--- src/rtl/rotor_setting_bank_pkg.sv ---
// Shared constants and helpers for the rotor setting bank: digit count,
// per-digit wrap limits and the one-hot test used for step validity.
package rotor_pkg;

    localparam int unsigned NUM_DIGITS = 8;
    localparam int unsigned DIGIT_W    = 8;
    localparam logic [DIGIT_W-1:0] WIDE_MAX   = 8'h30;
    localparam logic [DIGIT_W-1:0] NARROW_MAX = 8'h09;

    // Digits 0, 3 and 6 are the narrow (single decimal) positions.
    function automatic logic [DIGIT_W-1:0] digit_max(input logic [2:0] idx);
        logic [DIGIT_W-1:0] lim;
        lim = WIDE_MAX;
        if (idx == 3'd0 || idx == 3'd3 || idx == 3'd6) begin
            lim = NARROW_MAX;
        end
        return lim;
    endfunction

    function automatic logic is_onehot8(input logic [7:0] v);
        return (v != 8'h00) && ((v & (v - 8'h01)) == 8'h00);
    endfunction

endpackage

--- src/rtl/rotor_digit_cell.sv ---
// One rotor digit: edit and active registers, up/down stepping with wrap,
// and registered one-cycle step/wrap flags.
module rotor_digit_cell
    import rotor_pkg::*;
(
    input  logic               clock,
    input  logic               reset,
    input  logic               sel,
    input  logic               inc,
    input  logic               dec,
    input  logic               commit,
    input  logic               revert,
    input  logic [DIGIT_W-1:0] max,
    output logic [DIGIT_W-1:0] edit_digit,
    output logic [DIGIT_W-1:0] active_digit,
    output logic               step_flag,
    output logic               wrap_flag
);

    logic [DIGIT_W-1:0] edit_reg;
    logic [DIGIT_W-1:0] active_reg;
    logic               step_reg;
    logic               wrap_reg;

    // sel arrives already qualified by the top: one-hot, exactly one
    // direction, and not overridden by a revert.
    always_ff @(posedge clock) begin
        if (reset) begin
            edit_reg   <= '0;
            active_reg <= '0;
            step_reg   <= 1'b0;
            wrap_reg   <= 1'b0;
        end else begin
            step_reg <= 1'b0;
            wrap_reg <= 1'b0;
            if (commit) begin
                active_reg <= edit_reg;
            end
            if (revert) begin
                edit_reg <= active_reg;
            end else if (sel && inc) begin
                step_reg <= 1'b1;
                if (edit_reg == max) begin
                    edit_reg <= '0;
                    wrap_reg <= 1'b1;
                end else begin
                    edit_reg <= edit_reg + 8'd1;
                end
            end else if (sel && dec) begin
                step_reg <= 1'b1;
                if (edit_reg == '0) begin
                    edit_reg <= max;
                    wrap_reg <= 1'b1;
                end else begin
                    edit_reg <= edit_reg - 8'd1;
                end
            end
        end
    end

    assign edit_digit   = edit_reg;
    assign active_digit = active_reg;
    assign step_flag    = step_reg;
    assign wrap_flag    = wrap_reg;

endmodule

--- src/rtl/rotor_setting_bank.sv ---
// Eight-digit rotor setting bank with an editable bank, a committed bank
// read by the cipher core, and step/wrap/dirty status.
module rotor_setting_bank
    import rotor_pkg::*;
(
    input  logic                            clock,
    input  logic                            reset,
    input  logic [NUM_DIGITS-1:0]           rotor_sel,
    input  logic                            inc,
    input  logic                            dec,
    input  logic                            commit,
    input  logic                            revert,
    output logic [NUM_DIGITS*DIGIT_W-1:0]   edit_digits,
    output logic [NUM_DIGITS*DIGIT_W-1:0]   active_digits,
    output logic                            dirty,
    output logic                            step_done,
    output logic                            wrapped
);

    logic                  step_valid;
    logic                  revert_eff;
    logic                  step_apply;
    logic                  dirty_reg;
    logic [NUM_DIGITS-1:0] step_flags;
    logic [NUM_DIGITS-1:0] wrap_flags;

    // commit beats revert; revert beats a step.
    assign step_valid = is_onehot8(rotor_sel) && (inc ^ dec);
    assign revert_eff = revert && !commit;
    assign step_apply = step_valid && !revert_eff;

    generate
        for (genvar gi = 0; gi < NUM_DIGITS; gi++) begin : g_cell
            rotor_digit_cell u_cell (
                .clock        (clock),
                .reset        (reset),
                .sel          (rotor_sel[gi] && step_apply),
                .inc          (inc),
                .dec          (dec),
                .commit       (commit),
                .revert       (revert_eff),
                .max          (digit_max(3'(gi))),
                .edit_digit   (edit_digits[gi*DIGIT_W +: DIGIT_W]),
                .active_digit (active_digits[gi*DIGIT_W +: DIGIT_W]),
                .step_flag    (step_flags[gi]),
                .wrap_flag    (wrap_flags[gi])
            );
        end
    endgenerate

    // A step in the same cycle as a commit leaves the bank dirty.
    always_ff @(posedge clock) begin
        if (reset) begin
            dirty_reg <= 1'b0;
        end else if (step_apply) begin
            dirty_reg <= 1'b1;
        end else if (commit || revert) begin
            dirty_reg <= 1'b0;
        end
    end

    assign dirty     = dirty_reg;
    assign step_done = |step_flags;
    assign wrapped   = |wrap_flags;

endmodule

--- config.mk ---
export PLATFORM = sky130hd
export DESIGN_NAME = rotor_setting_bank
export DESIGN_NICKNAME = d
export VERILOG_FILES = /design/src/rtl/rotor_setting_bank_pkg.sv /design/src/rtl/rotor_digit_cell.sv /design/src/rtl/rotor_setting_bank.sv
export SDC_FILE = /design/constraint.sdc
export NUM_CORES = 1
export LEC_CHECK = 0
export BUFFER_PORTS_ARGS = -buffer_cell sky130_fd_sc_hd__buf_4
export CAP_MARGIN = 10
export CORE_MARGIN = 2
export CORE_UTILIZATION = 40
export CTS_BUF_LIST = sky130_fd_sc_hd__clkbuf_2 sky130_fd_sc_hd__clkbuf_4 sky130_fd_sc_hd__clkbuf_8
export DETAILED_ROUTE_END_ITERATION = 10
export PLACE_DENSITY = 0.67
export SYNTH_ARGS = -nofsm -noshare
export SYNTH_HDL_FRONTEND = slang
export SYNTH_SLANG_ARGS = --single-unit
--- constraint.sdc ---
create_clock -name clock -period 3.3 [get_ports clock]
set_input_delay 0.495 -clock clock [delete_from_list [all_inputs] [get_ports clock]]
set_output_delay 0.495 -clock clock [all_outputs]
set_load 0.05 [all_outputs]
# --- After elaboration in Yosys (flattened, before gate mapping) ---
# Cells that the tools add are included.
classes:
  n_addsub: 17
  eq_ne: 8
  muxes: 90
  bitwise: 2
  n_reduce_logical: 53
op_table:
  columns: ["cell", "n"]
  rows:
  - ["two-way mux 8 bit", 40]
  - ["logical NOT 8 bit", 9]
  - ["subtractor 8 x 1 -> 8 bit (second input constant)", 9]
  - ["adder 8 x 1 -> 8 bit (second input constant)", 8]
  - ["two-way mux 1 bit", 50]
  - ["equality test 8 x 6 -> 1 bit (second input constant)", 5]
  - ["logical AND 1 bit", 28]
  - ["equality test 8 x 4 -> 1 bit (second input constant)", 3]
  - ["nonzero test 3 bit", 8]
  - ["OR reduction 8 bit", 2]
  - ["AND 8 bit", 1]
  - ["nonzero test 8 bit", 1]
  - ["logical NOT 1 bit", 2]
  - ["nonzero test 2 bit", 1]
  - ["OR reduction 2 bit", 1]
  - ["logical OR 1 bit", 1]
  - ["XOR 1 bit", 1]
word_totals:
  reg_bits: 145
  inputBits: 14
  out_inout_bits: 131
  word_cells: 203

# --- Depth between registers and ports, before layout ---
logic_depth:
  depth_word: 11
  ltp_mapped: 11
  ltp_nobuf: 8

# --- Cells and area by module ---
# Synthesis repeated with hierarchy kept, for this count alone.
hier_totals:
  cells_unflattened: 1304
  hier_area_um2: 10734.0
by_module_without_submodules:
  columns: ["module", "instances", "cells_per_inst", "area_each_um2", "seq_area_each_um2"]
  rows:
  - ["rotor_digit_cell (g_cell[0].u_cell ...)", 7, 157, 1286.2, 360.3]
  - ["rotor_digit_cell (g_cell[2].u_cell)", 1, 168, 1422.6, 360.3]
  - ["rotor_setting_bank", 1, 37, 307.8, 20.0]

# --- Worst setup path after synthesis ---
# No wires, ideal clock.
synth_timing:
  kind: "input -> register"
  from: "input rotor_sel[4]"
  to: "register g_cell[0].u_cell.edit_reg[5]"
  arrival_time_ps: 2498
  setup_slack_ps: 728
  cell_stages: 7
  cell_sequence: "nor4_4 a21bo_4 a21o_4 or4_1 buf_2 or4_1 a31oi_1"
synth_between:
  elab_chain_len: 10
  word_cells_on_any_way: 13
synth_lines:
  columns: ["item", "line", "rtl"]
  rows:
  - ["from (decl)", "rotor_setting_bank.sv:8", "input logic [NUM_DIGITS-1:0] rotor_sel,"]
  - ["subtractor 8 x 1 -> 8 bit", "rotor_setting_bank_pkg.sv:21", "return (v != 8'h00) && ((v & (v - 8'h01)) == 8'h00);"]
  - ["AND 8 bit", "rotor_setting_bank_pkg.sv:21", null]
  - ["logical NOT 8 bit", "rotor_setting_bank_pkg.sv:21", null]
  - ["logical AND 1 bit *", "rotor_setting_bank_pkg.sv:21", null]
  - ["logical AND 1 bit *", "rotor_setting_bank.sv:28", "assign step_valid = is_onehot8(rotor_sel) && (inc ^ dec);"]
  - ["logical AND 1 bit *", "rotor_setting_bank.sv:30", "assign step_apply = step_valid && !revert_eff;"]
  - ["logical AND 1 bit *", "rotor_setting_bank.sv:37", ".sel (rotor_sel[gi] && step_apply),"]
  - ["logical AND 1 bit", "rotor_digit_cell.sv:41", "end else if (sel && inc) begin"]
  - ["two-way mux 8 bit", "rotor_digit_cell.sv:41", null]
  - ["two-way mux 8 bit", "rotor_digit_cell.sv:39", "if (revert) begin"]
  - ["to (signal assigned)", "rotor_digit_cell.sv:40", "edit_reg <= active_reg;"]
  - ["to (signal assigned)", "rotor_digit_cell.sv:47", "edit_reg <= edit_reg + 8'd1;"]
  - ["to (signal assigned)", "rotor_digit_cell.sv:52", "edit_reg <= max;"]
  - ["to (decl)", "rotor_digit_cell.sv:20", "logic [DIGIT_W-1:0] edit_reg;"]
# Mark *: on every way between the ends. The rest lies on a longest branch, timed or not.
# A chain may end at the register's enable or synchronous reset.

# --- Final worst setup path ---
layout_timing:
  from: "input rotor_sel[4]"
  to: "register g_cell[1].u_cell.edit_reg[0]"
layout_between:
  elab_chain_len: 10
  word_cells_on_any_way: 13
layout_lines:
  columns: ["item", "line"]
  rows:
  - ["subtractor 8 x 1 -> 8 bit", "rotor_setting_bank_pkg.sv:21"]
  - ["AND 8 bit", "rotor_setting_bank_pkg.sv:21"]
  - ["logical NOT 8 bit", "rotor_setting_bank_pkg.sv:21"]
  - ["logical AND 1 bit *", "rotor_setting_bank_pkg.sv:21"]
  - ["logical AND 1 bit *", "rotor_setting_bank.sv:28"]
  - ["logical AND 1 bit *", "rotor_setting_bank.sv:30"]
  - ["logical AND 1 bit *", "rotor_setting_bank.sv:37"]
  - ["logical AND 1 bit", "rotor_digit_cell.sv:41"]
  - ["two-way mux 8 bit", "rotor_digit_cell.sv:41"]
  - ["two-way mux 8 bit", "rotor_digit_cell.sv:39"]
  - ["to (signal assigned)", "rotor_digit_cell.sv:40"]
  - ["to (signal assigned)", "rotor_digit_cell.sv:47"]
  - ["to (signal assigned)", "rotor_digit_cell.sv:52"]
  - ["to (decl)", "rotor_digit_cell.sv:20"]
# Marked as above.

==> impl_metrics.yaml <==
logic_synthesis:
  synthesis.area_sq_um: 8860
  synth-seq-cells: 145
  syn_inst: 1139
  yosys.cell_types.count: 69
  ys_seq_area_frac: 0.328
  ys.flop_type: "dfxtp_1"
  synth_edf_count: 0
  synth_top_area_share: 0.328
  ys_warn_count: 0
  async_flop_share: 0
  yosys.area.top_type: "dfxtp_1"
  syn_nets: 1180
  synthTopCellsByArea: "dfxtp_1, mux2i_1, nor2_1, ha_1, nand3_1"
  avgSynthCellArea_sq_um: 7.78
power:
  p_total_mw: 4.03
  p_leak_nw: 4.23
  p_int_mw: 2.82
  power_frac_clock: 0.390
  pwr-share-seq: 0.456
  p_sw_mw: 1.21
  power_density_nw_per_um2: 383
  swShare: 0.301
  vdd_ir_drop_max_mv: 0.222
  p_comb_frac: 0.154
worst_setup_path:
  slowest_stage: "a41oi_1"
  critPathMaxStageDelay_ps: 720
  startpoint_type: "input port"
  cp.required_ps: 3700
  crit_arrival_ps: 3000
  worstSetupPathType: "input port to flop"
  path_cells: "buf_4 -> nor4_4 -> a211oi_1 -> or2_1 -> a41oi_1 -> a21oi_1 -> or3_1 -> a21oi_1"
  crit_path_frequent_cell: "a21oi_1"
  end_kind: "flop"
  cpLargestDelayFamily: "simple AND/OR/NAND/NOR gates"
  crit_buf_inv: 1
  path_max_fanout: 22
place:
  dp_hpwl_mm: 18.5
  io_buffers: 144
  pre_cts_slack_ps: 326
  dp_cells: 1486
  globalplace.congestion: 0.937
timing:
  rsz0062_at_grt: "no"
  final.period_utilization: 0.788
  setup_viol: 0
  fin_hold_ws_ps: 255
  max_freq_ghz: 0.385
  fin_ws_ps: 700
  worst_pin_slew_ps: 773
  fin_skew_ps: 17.4
  max_slew_margin: 0.485
  min_period_ps: 2600
  final_hold_viol_count: 0
  finalMaxSlewViolations: 0
  setup_tns_ps: 0
clock_network:
  cts_buffers: 17
  worstSkewPairLatency_ps: 480
  cts_sinks: 145
  cts_tree: "done"
  cts_htree_levels: 4
  cts_resized: 0
  root_buffer: "clkbuf_8"
  clockBufferDepth: 2
  cts_setup_buffers: 0
  cts.reportedPaths.clkPinSlew_ps: 90
  ctsHoldBuffers: 0
floorplan:
  die_w_um: 153
  boundaryPins: 145
  core_area_sq_um: 21800
  rows: 54
  die_y_um: 153
  initial_utilization: 0.407
  die-area_sq_um: 23300
cells_and_area:
  stdcell_count: 1518
  num_antenna_cells: 0
  area_growth_syn_to_layout_pct: 18.8
  drive_gt1_frac: 0.179
  fin_nets: 1266
run:
  cap_violations: 0
global_route:
  grt_use_met1: 0.311
  gr-max-usage-layer: "met2"
  met3_usage: 0.0432
  grt_pass1_vias: 8140
  grt_pass1_wl_mm: 43.6
  grt_start_max_net_pins: 72
  grt-ovfl-total: 0
  antenna_found_initial: 0
  use_met2: 0.357
  track_usage: 0.226
drt:
  drc: 0
  ant_nets: 0
  firstDrtPassIters: 5
  wl_per_cell_um: 17.9
  vias: 8974
  viasPerCell: 5.91
  wl_mm: 27.1
  drt_iter0_markers: 747
run_status:
  status: "complete, no violations"
min_path:
  holdCritPathClass: "input port to flop"
-- cell usage after synthesis (24+ instances only) --
master and n:
ha_1 27, clkbuf_1 81, nand2_1 88, a21oi_1 62, nand3_1 67, o21ai_0 67, nor3_1 45, nor2_1 123
and3_1 24, dfxtp_1 145, nor4_1 24, a31oi_1 29, inv_1 27, mux2i_1 74
-- kinds of logic after synthesis --
family                   Yosys count  synth area share
buffers and inverters            129            0.0557
XOR/XNOR                          33            0.0326
adder cells (fa/ha/maj)           27            0.0381
flip-flops                       145             0.328
AND/OR/NAND/NOR                  459             0.260
multiplexers                      75            0.0849
AO/OA/AOI/OAI                    271             0.201
-- power groups by stage --
stage	logic (mW)	registers, mW	clock network, mW
floorplan	0.369	1.94	0
global placement	0.607	1.88	0
detailed placement	0.612	1.88	0
CTS	0.615	1.84	1.60
global route	0.671	1.85	1.68
finish	0.621	1.84	1.57
-- placed cells by master (no fill, tap or decap), types with 4 or more instances in the layout --
cell type	count
ha_1	27
o21a_1	5
nor3b_1	11
inv_1	27
a41oi_1	5
a311oi_1	6
a221oi_1	5
nand3_1	67
o211ai_1	13
a211oi_1	8
o31a_1	4
a22oi_1	9
nor4_1	24
bufinv_16	4
nand4_1	12
buf_4	169
o21ai_0	67
a211o_1	5
nand2b_1	7
clkinv_2	4
nor3_1	45
o221ai_1	6
xnor2_1	17
a21oi_1	62
or4_1	10
nand2_1	88
nor2_1	123
nor4b_1	5
o31ai_1	7
and2_1	8
o22ai_1	9
or3_1	11
xor2_1	16
mux2i_1	74
nor2b_1	4
clkbuf_8	17
dfxtp_1	145
and3_1	24
a31oi_1	29
-- area by class of cell --
cell class | count | area (sq um)
multi-input cells | 865 | 5470
clock buffers | 18 | 241
repair buffers | 169 | 1270
flip-flops and latches | 145 | 2900
inverters | 27 | 101
fillers | 2149 | 11200
clock inverters | 14 | 189
well taps | 280 | 350
-- worst register-to-register path, stage by stage (launching register included) --
cell	delay (ps)
dfxtp_1	430
inv_1	150
ha_1	220
or3b_2	480
or4_1	510
and3_1	230
o21ai_0	160
a31oi_1	100
-- per-layer routing --
metal  routed length (um)  vias up  part of all wire
met1                12400     4244              0.46
met2                12500      350              0.46
met5                    0        -                 0
met3                 1710       42             0.063
li1                     -     4338                 -
met4                  490        0             0.018
-- metrics by stage --
| step | util | instance area [sq um] |
|---|---|---|
| detailed placement | 0.464 | 10100 |
| global route | 0.484 | 10500 |
| finish | 0.484 | 10500 |
| floorplan | - | 8860 |
| global placement | 0.464 | 10100 |
| CTS | 0.484 | 10500 |
-- final timing paths --
path,startpoint,endpoint,slack (ps),cells after the start
hold / removal,rotor_sel[7],g_cell[6].u_cell.step_flag$_SDFF_PP0_,260,2
hold reg to reg,g_cell[6].u_cell.active_digit[1]$_SDFFE_PP0P_,g_cell[6].u_cell.edit_digit[1]$_SDFFE_PP0P_,470,2
setup / recovery,rotor_sel[4],g_cell[1].u_cell.edit_digit[0]$_SDFFE_PP0P_,700,8
setup reg to reg,g_cell[5].u_cell.edit_digit[0]$_SDFFE_PP0P_,g_cell[5].u_cell.edit_digit[5]$_SDFFE_PP0P_,880,7
(Power assumes the default switching activity.)
